$ cat config.mk
export PLATFORM = sky130hd
export DESIGN_NAME = spiking_layer_tdm
export DESIGN_NICKNAME = d
export VERILOG_FILES = /design/src/rtl/neuromorphic_pkg.sv /design/src/rtl/layer_weight_bank.sv /design/src/rtl/spiking_layer_tdm.sv
export SDC_FILE = /design/constraint.sdc
export NUM_CORES = 2
export LEC_CHECK = 0
export ABC_CLOCK_PERIOD_IN_PS = 10100
export CAP_MARGIN = 10
export CORE_ASPECT_RATIO = 1.75
export CORE_UTILIZATION = 41
export DETAILED_ROUTE_END_ITERATION = 8
export SLEW_MARGIN = 20
export SYNTH_ARGS = -nofsm -noshare
export SYNTH_HDL_FRONTEND = slang
export SYNTH_SLANG_ARGS = --single-unit
$ cat constraint.sdc
create_clock -name clk -period 10.1 [get_ports clk]
set_clock_uncertainty 0.1 [all_clocks]
set_input_delay 3.03 -clock clk [delete_from_list [all_inputs] [get_ports clk]]
set_output_delay 3.03 -clock clk [all_outputs]
set_load 0.01 [all_outputs]
$ cat src/rtl/neuromorphic_pkg.sv
// Shared types and helpers for the time-multiplexed spiking layer.
package neuromorphic_pkg;

  typedef enum logic [1:0] {
    ST_IDLE  = 2'd0,
    ST_ACCUM = 2'd1,
    ST_FIRE  = 2'd2,
    ST_OUT   = 2'd3
  } layer_state_e;

  // Index width for a table of 'depth' entries, never less than one bit.
  function automatic int addr_bits(input int depth);
    return (depth > 1) ? $clog2(depth) : 1;
  endfunction

  // Add a sign-extended weight to an unsigned potential, clamped to [0, v_max].
  function automatic logic [31:0] clamp_add(input logic [31:0] v,
                                            input logic [31:0] w_ext,
                                            input logic [31:0] v_max);
    logic signed [33:0] sum;
    sum = $signed({2'b00, v}) + $signed({{2{w_ext[31]}}, w_ext});
    if (sum < 34'sd0) return '0;
    if (sum > $signed({2'b00, v_max})) return v_max;
    return sum[31:0];
  endfunction

endpackage

$ cat src/rtl/layer_weight_bank.sv
// Synaptic weight store: one write port, one registered read port.
module layer_weight_bank #(
  parameter int DEPTH  = 64,
  parameter int W_BITS = 8,
  parameter int A_BITS = 6
) (
  input  logic              clk,
  input  logic              rst,
  input  logic              wr_en_i,
  input  logic [A_BITS-1:0] wr_addr_i,
  input  logic [W_BITS-1:0] wr_data_i,
  input  logic [A_BITS-1:0] rd_addr_i,
  output logic [W_BITS-1:0] rd_data_o
);

  logic [W_BITS-1:0] mem_q [DEPTH];
  logic [W_BITS-1:0] rd_q;

  // Weight storage and read register.
  // NOTE: the array is reset element by element so a cleared layer starts from all-zero weights; this forces flops rather than a RAM macro.
  always_ff @(posedge clk) begin
    if (rst) begin
      for (int i = 0; i < DEPTH; i++) mem_q[i] <= '0;
      rd_q <= '0;
    end else begin
      if (wr_en_i && (int'(wr_addr_i) < DEPTH)) mem_q[wr_addr_i] <= wr_data_i;
      if (int'(rd_addr_i) < DEPTH) rd_q <= mem_q[rd_addr_i];
      else                         rd_q <= '0;
    end
  end

  assign rd_data_o = rd_q;

endmodule

$ cat src/rtl/spiking_layer_tdm.sv
// Time-multiplexed spiking layer: one synapse per cycle, one fire step per event.
module spiking_layer_tdm
  import neuromorphic_pkg::*;
#(
  parameter int N_IN   = 8,
  parameter int N_NEU  = 8,
  parameter int W_BITS = 8,
  parameter int V_BITS = 12,
  parameter int REFRAC = 2,
  localparam int A_BITS = addr_bits(N_NEU * N_IN)
) (
  input  logic              clk,
  input  logic              rst,
  input  logic              enable_i,
  input  logic [N_IN-1:0]   in_spikes_i,
  input  logic              in_valid_i,
  output logic              in_ready_o,
  output logic [N_NEU-1:0]  out_spikes_o,
  output logic              out_valid_o,
  input  logic              out_ready_i,
  input  logic [V_BITS-1:0] threshold_i,
  input  logic [V_BITS-1:0] leak_i,
  input  logic [N_NEU-1:0]  active_mask_i,
  input  logic              wr_en_i,
  input  logic [A_BITS-1:0] wr_addr_i,
  input  logic [W_BITS-1:0] wr_data_i,
  output logic              busy_o,
  output logic [31:0]       total_spikes_o,
  output logic [31:0]       event_count_o
);

  localparam int N       = N_NEU * N_IN;
  localparam int C_BITS  = addr_bits(N + 1);
  localparam int NI_BITS = addr_bits(N_NEU);
  localparam int II_BITS = addr_bits(N_IN);
  localparam int R_BITS  = addr_bits(REFRAC + 1);
  localparam logic [31:0] V_MAX32 = (32'd1 << V_BITS) - 32'd1;

  layer_state_e state_q, state_d;

  logic [C_BITS-1:0]  cnt_q;
  logic [NI_BITS-1:0] acc_n_q;
  logic [II_BITS-1:0] acc_i_q;
  logic [N_IN-1:0]    spikes_q;
  logic [V_BITS-1:0]  v_q      [N_NEU];
  logic [R_BITS-1:0]  refrac_q [N_NEU];
  logic [N_NEU-1:0]   out_spikes_q;
  logic               out_valid_q;
  logic [31:0]        total_q, events_q;

  logic               accept, accum_last, acc_add;
  logic [W_BITS-1:0]  rd_w;
  logic [31:0]        w_ext, acc_full;
  logic [V_BITS-1:0]  fire_v [N_NEU];
  logic [R_BITS-1:0]  fire_r [N_NEU];
  logic [N_NEU-1:0]   fire_spk;
  logic [31:0]        spike_pop;

  assign accept     = (state_q == ST_IDLE) && enable_i && in_valid_i;
  assign accum_last = (cnt_q == C_BITS'(N));

  // Weights change only between events; reads walk the table during ACCUM.
  layer_weight_bank #(
    .DEPTH (N),
    .W_BITS(W_BITS),
    .A_BITS(A_BITS)
  ) u_bank (
    .clk      (clk),
    .rst      (rst),
    .wr_en_i  (wr_en_i && (state_q == ST_IDLE)),
    .wr_addr_i(wr_addr_i),
    .wr_data_i(wr_data_i),
    .rd_addr_i(cnt_q[A_BITS-1:0]),
    .rd_data_o(rd_w)
  );

  // State register.
  // NOTE: sequential blocks use non-blocking assignments so every flop samples pre-edge values.
  always_ff @(posedge clk) begin
    if (rst) state_q <= ST_IDLE;
    else     state_q <= state_d;
  end

  // Next-state logic.
  // NOTE: state_d gets a default before the case so no path leaves it unassigned (no latch).
  always_comb begin
    state_d = state_q;
    unique case (state_q)
      ST_IDLE:  if (accept) state_d = ST_ACCUM;
      ST_ACCUM: if (accum_last) state_d = ST_FIRE;
      ST_FIRE:  state_d = ST_OUT;
      ST_OUT:   if (out_ready_i) state_d = ST_IDLE;
      default:  state_d = ST_IDLE;
    endcase
  end

  // Read-address counter and the (neuron, input) pair whose weight is arriving.
  always_ff @(posedge clk) begin
    if (rst) begin
      cnt_q    <= '0;
      acc_n_q  <= '0;
      acc_i_q  <= '0;
      spikes_q <= '0;
    end else if (accept) begin
      cnt_q    <= '0;
      acc_n_q  <= '0;
      acc_i_q  <= '0;
      spikes_q <= in_spikes_i;
    end else if (state_q == ST_ACCUM) begin
      if (!accum_last) cnt_q <= cnt_q + 1'b1;
      // Weight data lags the address by one cycle, so the pair index starts stepping at cnt 1.
      if (cnt_q != '0) begin
        if (acc_i_q == II_BITS'(N_IN - 1)) begin
          acc_i_q <= '0;
          acc_n_q <= acc_n_q + 1'b1;
        end else begin
          acc_i_q <= acc_i_q + 1'b1;
        end
      end
    end
  end

  assign w_ext    = {{(32 - W_BITS){rd_w[W_BITS-1]}}, rd_w};
  assign acc_full = clamp_add(32'(v_q[acc_n_q]), w_ext, V_MAX32);
  assign acc_add  = (state_q == ST_ACCUM) && (cnt_q != '0) && spikes_q[acc_i_q]
                 && active_mask_i[acc_n_q] && (refrac_q[acc_n_q] == '0);

  // Fire rules per neuron: mask, then refractory, then threshold, then leak.
  always_comb begin
    fire_spk  = '0;
    spike_pop = '0;
    for (int n = 0; n < N_NEU; n++) begin
      fire_v[n] = v_q[n];
      fire_r[n] = refrac_q[n];
      if (!active_mask_i[n]) begin
        fire_v[n] = '0;
        fire_r[n] = '0;
      end else if (refrac_q[n] != '0) begin
        fire_v[n] = '0;
        fire_r[n] = refrac_q[n] - 1'b1;
      end else if (v_q[n] >= threshold_i) begin
        fire_spk[n] = 1'b1;
        fire_v[n]   = '0;
        fire_r[n]   = R_BITS'(REFRAC);
      end else begin
        fire_v[n] = (v_q[n] > leak_i) ? v_q[n] - leak_i : '0;
      end
      spike_pop = spike_pop + 32'(fire_spk[n]);
    end
  end

  // Membrane and refractory state: accumulate in ACCUM, settle in FIRE.
  always_ff @(posedge clk) begin
    if (rst) begin
      for (int n = 0; n < N_NEU; n++) begin
        v_q[n]      <= '0;
        refrac_q[n] <= '0;
      end
    end else if (state_q == ST_FIRE) begin
      for (int n = 0; n < N_NEU; n++) begin
        v_q[n]      <= fire_v[n];
        refrac_q[n] <= fire_r[n];
      end
    end else if (acc_add) begin
      v_q[acc_n_q] <= acc_full[V_BITS-1:0];
    end
  end

  // Output handshake register and wrapping statistics.
  always_ff @(posedge clk) begin
    if (rst) begin
      out_spikes_q <= '0;
      out_valid_q  <= 1'b0;
      total_q      <= '0;
      events_q     <= '0;
    end else begin
      if (accept) events_q <= events_q + 32'd1;
      if (state_q == ST_FIRE) begin
        out_spikes_q <= fire_spk;
        out_valid_q  <= 1'b1;
        total_q      <= total_q + spike_pop;
      end else if ((state_q == ST_OUT) && out_ready_i) begin
        out_valid_q <= 1'b0;
      end
    end
  end

  assign in_ready_o     = (state_q == ST_IDLE) && enable_i;
  assign busy_o         = (state_q != ST_IDLE);
  assign out_spikes_o   = out_spikes_q;
  assign out_valid_o    = out_valid_q;
  assign total_spikes_o = total_q;
  assign event_count_o  = events_q;

endmodule

==> metrics.md <==
| Metric | Value |
|---|---|
| Synthesized cell area | `41100 um2` |
| IO buf count | `between 100 and 150` |
| Pwr Total | `roughly 8400 uW` |
| Util after Layout | `a little under half` |
| Fin. max-slew vios | `0` |
| Initial DRC Count | `1954` |
| GR Overflow Total | `0` |
| Setup tns final | `0 ns` |
| Final period util | `roughly 88%` |
| Synth Net Count | `3651` |
| Bufs on Longest Clock Path | `3` |
| Synth top area cells | `edfxtp_1, mux4_2, and2_1` |
| Vias per cell | `between 5 and 6` |
| Hold Vio Cnt, Final | `0` |
| First-pass GRT wire length | `around 190000 um` |
| DP Cell Count | `4677` |
| Post-synth EDFFs | `624` |
| Area grow syn2layout | `12.5%` |
| Synth Instances | `around 3300` |
| Via Count | `27204` |
| Prevailing post-synth register cell | `edfxtp_1` |
| Fillcell total | `8903` |
| Die Area | `between 100000 and 150000 um2` |
| Status | `complete, no violations` |
| P_leak | `between 0.015 and 0.02 uW` |
| Post-synthesis sequential area ratio | `approximately half` |
| Placer Congestion | `0.991` |
| Cell mode on critical path | `fa_1` |
| Fmax | `0.112 GHz` |
| Global Route Usage Sum | `26.0%` |
| Core area | `99400 um2` |
| DIE WIDTH | `241 um` |
| Finish-stage setup viols | `0` |
| Critical path required time | `about 10 ns` |
| Average size of a mapped cell | `12.3 um2` |
| Ys Warns | `0` |
| CP max-delay cell | `clkdlybuf4s50_1` |
| Post-CTS Setup Bufs | `0` |
| Tmin final | `8.91 ns` |
| I/O Pins | `135` |
| CTS sink count | `731` |
| Crit-path max FO | `8` |
| VDD IR max | `0.149 mV` |
| Vias in the first global route | `27818` |
| Ys async rst share | `0%` |
| DRC violations left | `0` |
| Post-CTS Hold Buffers | `0` |
| Synth cell types | `90` |
| Placement Cell Area | `43700 um2` |
| TritonCTS clock tree | `yes` |
| Worst Tran Pin Value | `1.08 ns` |
| RSZ-0062 raised after global routing | `false` |
| Fin nets | `3740` |
| Row count | `153` |
| FF+latch count, synth | `approximately 730` |
| Number of H-tree levels | `3` |
| Die Y-Extent | `421 um` |
| Clk slew on worst S/H paths | `around 0.060 ns` |
| Synth area leader | `edfxtp_1` |
| Top cell type's share of synthesized area | `a little under half` |
| Most common cell in the netlist | `edfxtp_1` |
| Root Buffer | `clkbuf_16` |
| Drt total wl | `129000 um` |
| Crit path capture type | `flop` |
| Drt wl/cell | `approximately 27 um` |
| Layout Cell Area excl Fill | `46200 um2` |
| Share of cells above drive strength 1 | `about 13%` |
| Slew margin rel. | `about 28%` |
| Critical path, cell by cell | `clkdlybuf4s50_1 -> ha_1 -> nand2b_1 -> a2111oi_0 -> o31a_1 -> o21ai_0 -> and2_1 -> and3_1 -> fa_1 -> inv_1 -> fa_1 -> inv_1 -> fa_1 -> inv_1 -> fa_1 -> inv_1 -> fa_1 -> a21oi_1 -> o21ai_0 -> nand4b_1 -> nor3_1 -> nand3_1 -> xor2_1 -> nor2_1` |
| Power per Cell Area | `roughly 180 nW/um2` |
| Layout Cells excl Fill | `between 4000 and 5000` |
| Worst hold path type | `flop to flop` |
| Post-synth top cells | `edfxtp_1, and2_1, nor2_1, ha_1, mux4_2` |
| Worst EP arrival | `9.30 ns` |
| Routed Antenna Nets | `0` |
| CP max stage delay | `0.74 ns` |
| Drt first pass iters | `5` |
| Latest clock arrival within the worst-skew pair | `0.67 ns` |
| CTS Buf Count | `73` |
| Post-DP HPWL | `between 90000 and 100000 um` |
| Initial Util | `41.3%` |
| Antenna violations before repair | `12` |
| Max-Cap Viols | `0` |
| Startpoint Class | `input port` |
| Worst setup path class | `input port to flop` |
| Post-CTS sizing | `0` |
| Largest net degree at the start of global routing | `88` |
[layer usage]
metal  vias up  track usage, %  part of all wire, %
li1      12622               -                    -
met1     13477            25.6                   33
met2       749            47.3                   53
met3       346            5.43                  5.4
met4        10            19.2                  8.4
met5         -               0                0.053
[flip-flops by register name (all words and copies together) (netlist names), named ones only]
register / cells
acc_i_q: 3
acc_n_q: 3
cnt_q: 7
event_count_o: 32
out_spikes_o: 8
out_valid_o: 1
refrac_q: 16
spikes_q: 8
state_q: 2
total_spikes_o: 32
u_bank.mem_q: 512
u_bank.rd_data_o: 8
v_q: 96
[stage by stage]
stage	hold WS [ns]	worst slack (ns)
after floorplan	0.332	2.02
after global placement	0.341	0.493
after detailed placement	0.341	0.513
after CTS	0.350	1.19
after global routing	0.366	0.818
final	0.351	1.19
[placed cells by master (no fill, tap or decap), types with 24 or more instances in the layout]
cell type          n
clkbuf_16         77
nor2b_1           28
nand3_1           59
edfxtp_1         624
inv_1            107
buf_4             41
nor2_1           231
clkdlybuf4s50_1  125
or2_2             68
dfxtp_1          102
a21oi_1          114
nand2_1          152
xnor2_1           59
nand4_1           39
mux2i_1           27
ha_1             230
and2_1           520
nand2b_1          24
or3_1             33
o22ai_1           75
nor3_1            44
a21o_1            31
xor2_1            74
o21ai_0           71
mux4_2           185
[report_power, final]
| part | switching [uW] | leakage (uW) | internal (uW) |
|---|---|---|---|
| Sequential | 201 | 0.00732 | 3450 |
| Combinational | 1170 | 0.00849 | 784 |
| Clock | 1230 | 0.00119 | 1620 |
| Total | 2590 | 0.0170 | 5850 |
[area by class of cell]
cell class | instances | area, um2 | area share, %
inverters | 107 | 402 | 0.869
well taps | 1317 | 1650 | 3.57
clock inverters | 33 | 398 | 0.861
clock buffers | 100 | 2050 | 4.44
repair buffers | 172 | 1610 | 3.49
diodes | 6 | 15.0 | 0.0325
multi-input cells | 2351 | 19200 | 41.5
flip-flops and latches | 731 | 20900 | 45.2
[worst max-delay path: cells and delay by family]
kind,cells,cell delay (ns)
XOR/XNOR,1,0.15
buffers and inverters,5,0.98
AO/OA/AOI/OAI,5,1.16
adder cells (fa/ha/maj),6,2.36
AND/OR/NAND/NOR,7,1.62
[worst paths after layout]
check                                      from                 end  slack (ns)  depth (start not counted)
worst min-delay path            out_spikes_o[4]     out_spikes_o[4]        0.35                          2
worst min register to register  out_spikes_o[4]     out_spikes_o[4]        0.35                          2
worst max register to register        v_q[0][0]  total_spikes_o[28]        3.82                         24
worst max-delay path             threshold_i[0]  total_spikes_o[28]        1.19                         24
[kinds of logic (layout without fill, tap and decap cells)]
| group | after synthesis | after routing | synth area share [%] |
|---|---|---|---|
| AND/OR/NAND/NOR | 1291 | 1291 | 17.4 |
| other | 0 | 6 | 0 |
| adder cells (fa/ha/maj) | 244 | 244 | 7.69 |
| buffers and inverters | 265 | 412 | 2.57 |
| XOR/XNOR | 133 | 133 | 2.84 |
| AO/OA/AOI/OAI | 457 | 457 | 7.45 |
| flip-flops | 731 | 731 | 50.8 |
| multiplexers | 226 | 226 | 11.2 |
Note: power is estimated with default switching activity, not from simulation.
